File: config.mk
export PLATFORM = sky130hd
export DESIGN_NAME = toggle_edge_capture
export DESIGN_NICKNAME = d
export VERILOG_FILES = /design/src/rtl/toggle_edge_capture.sv
export SDC_FILE = /design/constraint.sdc
export NUM_CORES = 1
export LEC_CHECK = 0
export ABC_AREA = 1
export CORE_AREA = 2 2 39 41
export DETAILED_ROUTE_END_ITERATION = 10
export DIE_AREA = 0 0 41 43
export DONT_BUFFER_PORTS = 1
export SLEW_MARGIN = 40
export SYNTH_ARGS = -nofsm -noshare
export SYNTH_HDL_FRONTEND = slang
export SYNTH_SLANG_ARGS = --single-unit
File: constraint.sdc
create_clock -name clk -period 1 [get_ports clk]
set_input_delay 0.2 -clock clk [delete_from_list [all_inputs] [get_ports clk]]
set_output_delay 0.2 -clock clk [all_outputs]
set_load 0.02 [all_outputs]
File: src/rtl/toggle_edge_capture.sv
`default_nettype none
// ============================================================================
//  Module   : toggle_edge_capture
//  Purpose  : Consumer of a free-running toggle flop. It detects every
//             transition of tog_in, counts the transitions, and captures a
//             sign-extended sample of din on each one. Samples are delivered
//             through a one-entry valid/ready output register. A sticky
//             overrun flag records any sample dropped because the register
//             was still occupied.
//  Revision : 1.0  initial release
// ----------------------------------------------------------------------------
//  Ports
//    clk        in   1      rising-edge clock
//    rst_n      in   1      asynchronous active-low reset
//    tog_in     in   1      toggle signal, already synchronous to clk
//    din        in   IN_W   signed sample, captured on a transition
//    clr        in   1      synchronous clear of count and overrun
//    out_ready  in   1      consumer accepts out_data
//    edge_pulse out  1      one-cycle pulse, one clock after a transition
//    count      out  CNT_W  number of transitions seen
//    out_valid  out  1      out_data holds an unconsumed sample
//    out_data   out  OUT_W  sign-extended captured sample
//    overrun    out  1      sticky: a sample was dropped
// ============================================================================
module toggle_edge_capture #(
   parameter int   IN_W      = 1,
   parameter int   OUT_W     = 2,
   parameter int   CNT_W     = 4,
   parameter int   SATURATE  = 0,
   parameter logic PREV_INIT = 1'b0
) (
   input  logic             clk,
   input  logic             rst_n,
   input  logic             tog_in,
   input  logic [IN_W-1:0]  din,
   input  logic             clr,
   input  logic             out_ready,
   output logic             edge_pulse,
   output logic [CNT_W-1:0] count,
   output logic             out_valid,
   output logic [OUT_W-1:0] out_data,
   output logic             overrun
);

   typedef enum logic [0:0] {
      EMPTY = 1'b0,
      FULL  = 1'b1
   } state_t;

   // Every flop carries a power-up value identical to its reset value.
   state_t             state      = EMPTY;
   logic               prev       = PREV_INIT;
   logic               pulse_q    = 1'b0;
   logic [CNT_W-1:0]   count_q    = '0;
   logic [OUT_W-1:0]   data_q     = '0;
   logic               overrun_q  = 1'b0;

   state_t             next_state;
   logic               load;
   logic               drop;
   logic               tog_edge;
   logic [CNT_W-1:0]   count_nxt;
   logic [OUT_W-1:0]   din_ext;

   assign tog_edge = tog_in ^ prev;

   // Sign extension; the equal-width case needs no replication.
   if (OUT_W > IN_W) begin : g_sext
      assign din_ext = {{(OUT_W-IN_W){din[IN_W-1]}}, din};
   end else begin : g_same_width
      assign din_ext = din;
   end

   // ------------------------------------------------------------------
   // Handshake FSM: state register
   // ------------------------------------------------------------------
   always_ff @(posedge clk or negedge rst_n) begin
      if (!rst_n) begin
         state <= EMPTY;
      end else begin
         state <= next_state;
      end
   end

   // ------------------------------------------------------------------
   // Handshake FSM: next state and capture decisions
   // ------------------------------------------------------------------
   always_comb begin
      next_state = state;
      load       = 1'b0;
      drop       = 1'b0;
      case (state)
         EMPTY: begin
            if (tog_edge) begin
               load       = 1'b1;
               next_state = FULL;
            end
         end
         FULL: begin
            if (out_ready) begin
               // Accept and reload in the same cycle keeps the slot full
               // without a bubble.
               if (tog_edge) begin
                  load = 1'b1;
               end else begin
                  next_state = EMPTY;
               end
            end else if (tog_edge) begin
               // Slot occupied and not consumed: the oldest sample is kept.
               drop = 1'b1;
            end
         end
         default: next_state = EMPTY;
      endcase
   end

   // ------------------------------------------------------------------
   // Transition counter next value
   // ------------------------------------------------------------------
   always_comb begin
      count_nxt = count_q;
      if (clr) begin
         count_nxt = '0;
      end else if (tog_edge) begin
         if ((SATURATE != 0) && (&count_q)) begin
            count_nxt = count_q;
         end else begin
            count_nxt = count_q + 1'b1;
         end
      end
   end

   // ------------------------------------------------------------------
   // Datapath and status registers
   // ------------------------------------------------------------------
   always_ff @(posedge clk or negedge rst_n) begin
      if (!rst_n) begin
         prev      <= PREV_INIT;
         pulse_q   <= 1'b0;
         count_q   <= '0;
         data_q    <= '0;
         overrun_q <= 1'b0;
      end else begin
         prev    <= tog_in;
         pulse_q <= tog_edge;
         count_q <= count_nxt;
         if (load) begin
            data_q <= din_ext;
         end
         // clr wins over a simultaneous drop.
         if (clr) begin
            overrun_q <= 1'b0;
         end else if (drop) begin
            overrun_q <= 1'b1;
         end
      end
   end

   assign edge_pulse = pulse_q;
   assign count      = count_q;
   assign out_valid  = (state == FULL);
   assign out_data   = data_q;
   assign overrun    = overrun_q;

endmodule
`default_nettype wire

Yosys cells after proc, flatten, opt, wreduce, memory -nomap -nowiden
Index checks and enable logic that the tools add are counted.
Widths: inputs -> output; s select.
{"block": "classes", "n_bitwise": 2, "n_mux": 11, "n_addsub": 1, "n_reduce_logical": 2}
{"operator": "$mux 4", "count": 2}
{"operator": "$mux 1", "count": 7}
{"operator": "$add 4x1->4 const B", "count": 1}
{"operator": "$pmux 1 s2", "count": 2}
{"operator": "$reduce_bool 2->1", "count": 2}
{"operator": "$not 1->1", "count": 1}
{"operator": "$xor 1x1->1", "count": 1}
{"block": "word_totals", "word_cells": 22, "input_bits": 6, "out_inout_bits": 9, "register_bits": 9}

Logic depth before layout (Yosys ltp)
{"block": "logic_depth", "depth_word": 6, "depth_mapped": 7, "mapped_depth_nobuf": 7}

Worst setup path before layout
Ideal clock, no wire load.
{"block": "synth_timing", "path_kind": "reg2reg", "startpoint": "reg count_q[0], in the netlist count[0]", "endpoint": "reg count_q[2], in the netlist count[2]", "required_ns": 0.883, "period_less_slack_ns": 1.089, "arrival_ns": 0.971, "setup_time_ns": 0.117, "n_path_buf": 0, "stages_incl_launch_ff": 5, "path_slack_ns": -0.089, "path_cell_list": "dfrtp_1 -> ha_1 -> xor2_1 -> nand3_1 -> nand2_1"}
{"block": "synth_via", "elab_chain_cells": 3}
{"element": "from (decl)", "line": "54", "text": "logic [CNT_W-1:0] count_q = '0;"}
{"element": "from (signal assigned)", "line": "146", "text": "count_q <= count_nxt;"}
{"element": "$add 4x1->4", "line": "128", "text": "count_nxt = count_q + 1'b1;"}
{"element": "$mux 4", "line": "124", "text": "end else if (tog_edge) begin"}
{"element": "$mux 4", "line": "122", "text": "if (clr) begin"}
Every way passes these cells. The select of a mux whose other input is x is not followed.
A chain may end at the register's enable or synchronous reset.

Final worst setup path
{"block": "layout_timing", "startpoint": "reg count_q[0], in the netlist count[0]", "endpoint": "out count[0]"}
{"element": "to (decl)", "line": "39", "text": "output logic [CNT_W-1:0] count,"}
No word-level cell between the ends.

==> results_dict.tcl <==
set metrics [dict create \
    finalHoldViolCount 0 \
    synthCells 48 \
    wl_per_cell_um 12.0 \
    async_flop_share_pct 100 \
    root_buffer "clkbuf_4" \
    synthesis.area_sq_um 417 \
    fp.dieW_um 41 \
    tightest_slew_ps 427 \
    power_uw 866 \
    syn_avg_cell_area_sq_um 8.68 \
    synth_nets 55 \
    dp_slack_ps 37.2 \
    critical_path.startpoint "count[0]$_DFFE_PN0P_" \
    start_kind "register" \
    hold_slack_ps 84.0 \
    multi_input_area_sq_um 171 \
    post-dp-hpwl_um 659 \
    cts_made_buffers 3 \
    grt_usage_pct 12.5 \
    cts_tree "done" \
    critPathRequiredTime_ps 800 \
    io_buffer_count 0 \
    cts_buffer_depth 2 \
    cp_slowest_cell "dfrtp_2" \
    setup_viol 4 \
    drive_gt1_share_pct 34.4 \
    slew_headroom_pct 71.5 \
    final.setup.worst_slack_ps -28.6 \
    fin_crit_sh_pct 103 \
    maxCapViolations 0 \
    synth_cell_types 14 \
    fin_area_sq_um 566 \
    grt_overflow 0 \
    synth_ff_type "dfrtp_1" \
    ys_warn_count 0 \
    first_pass_iters 4 \
    ys_seq_elements 9 \
    violations "setup timing" \
    setup_tns_ps -48.4 \
    max_stage_delay_ps 420 \
    vias_per_cell 4.55 \
    rsz0062_at_grt "yes" \
    grt_pass1_vias 366 \
    status "complete, but fails checks" \
    gp_congestion 0.678 \
    worstPathMaxFanout 3 \
    chipHeight_um 43 \
    cp_num_buf_inv 1 \
    worstSetupEndpointType "primary output" \
    yosysMostFrequentCell "nand2_1" \
    synth_area_leaders "dfrtp_1 54%, nand2_1 11%, inv_1 5.4%" \
    final_antenna_net_count 0 \
    clk_latency_ps 260 \
    htreeDepth 1 \
    syn2layout_area_growth_pct 35.7 \
    hold_path.startpoint "din" \
    skew_ps 2.31 \
    fillers 135 \
    synth_top_cell_by_area "dfrtp_1" \
    grt_start_max_net_pins 10 \
    initial_core_util_pct 30.1 \
    wirelength_um 923 \
    regArea_sq_um 228 \
    ios 15 \
    maxSlewViolCount 0 \
    hold_path_class "input pin to register" \
    crit_chain "buf_6" \
    final_nets 69 \
    clkSinkCount 9 \
    synth_enable_flop_cells 0 \
    antenna_found_initial 0 \
    fmax_mhz 972 \
    ir_drop_mv 0.683 \
    diodes 0 \
    r2r-start "count[0]$_DFFE_PN0P_" \
    synthTopCellsByCount "12 x nand2_1, 9 x dfrtp_1, 6 x inv_1, 6 x nor2_1, 3 x nand3_1" \
    yosysTopAreaCellShare_pct 54.1 \
    finalCriticalPeriod_ps 1030 \
    grt_pass1_wl_um 1460 \
    cts.clk_slew.worst_paths_ps 60 \
    drc 0 \
    ys_seq_area_share_pct 54.1 \
    power_per_cell_area_nw_per_um2 1530 \
    path_class "register to primary output" \
    dieArea_sq_um 1760 \
    drt-initial-drc-count 3 \
    rows 14 \
    vias 350 \
    power.leakage_nw 0.293 \
    crit_arrival_ps 830 \
    cp_top_family "flip-flops" \
    core-area_sq_um 1380 \
    placed_area_sq_um 472 \
]
[logic make-up (layout without fill, tap and decap cells)]
group           after synthesis  in the layout  share of synthesized area (%)
compound gates                4              4                           4.80
xor+xnor                      1              1                           2.10
fa+ha+maj                     1              1                           3.00
buf+inv                       8             20                           8.11
flops                         9              9                           54.1
simple gates                 25             26                           27.9
[where the power goes]
group          internal (mW)  switching (mW)  leakage [nW]
sequential             0.390          0.0262         0.112
combinational         0.0648          0.0942         0.167
clock                  0.154           0.136        0.0150
total                  0.609           0.257         0.293
[layout by cell type, fill, tap and decap left out]
master         count
a21oi_1            2
buf_4              1
buf_6              5
clkbuf_1           1
clkbuf_4           3
dfrtp_1            7
dfrtp_2            2
dlygate4sd3_1      3
ha_2               1
inv_1              5
inv_2              2
nand2_1           12
nand2_2            3
nand2_4            1
nand3_1            3
nand3_2            1
nor2_1             4
nor2_2             2
o21ai_1            2
xor2_1             1
[routing by layer]
layer | share of wire, % | up-vias | track usage, %
li1 | - | 175 | -
met1 | 42 | 159 | 15.4
met2 | 48 | 13 | 17.2
met3 | 7.6 | 3 | 5.24
met4 | 2.2 | 0 | 8.00
met5 | 0 | - | 0
[repair_timing]
item | in CTS | in global routing
gates cloned | 0 | 1
resized for setup | 5 | 5
endpoints found under the setup margin | 6 | 11
hold buffers | 3 | 0
endpoints found under the hold margin | 11 | 0
pin swaps | 0 | 1
buffers inserted | 1 | 0
[path summary, 6_finish.rpt]
| path | end | slack [ps] | depth (start not counted) |
|---|---|---|---|
| min reg2reg | out_data[0]$_DFFE_PN0P_ | 510 | 2 |
| max | count[0] | -30 | 1 |
| min | out_data[0]$_DFFE_PN0P_ | 80 | 2 |
| max reg2reg | count[2]$_DFFE_PN0P_ | 20 | 4 |
| min in group asynchronous | out_data[0]$_DFFE_PN0P_ | 300 | 1 |
| max in group asynchronous | count[1]$_DFFE_PN0P_ | 370 | 1 |
[final cells by class]
cell class	count	area share [%]
flip-flops and latches	9	40.3
multi-input cells	32	30.3
repair buffers	9	16.6
clock buffers	4	4.65
inverters	7	4.65
well taps	16	3.54
[sequential cells by signal (all words and copies together), names as in the netlist]
name,count
out_data,1
overrun,1
out_valid,1
edge_pulse,1
prev,1
count,4
[through the flow]
step | instances | util [%]
after floorplan | 48 | -
after global placement | 68 | 34.1
after detailed placement | 68 | 34.1
after CTS | 76 | 40.1
after global routing | 77 | 40.9
final | 77 | 40.9
(Power assumes the default switching activity.)
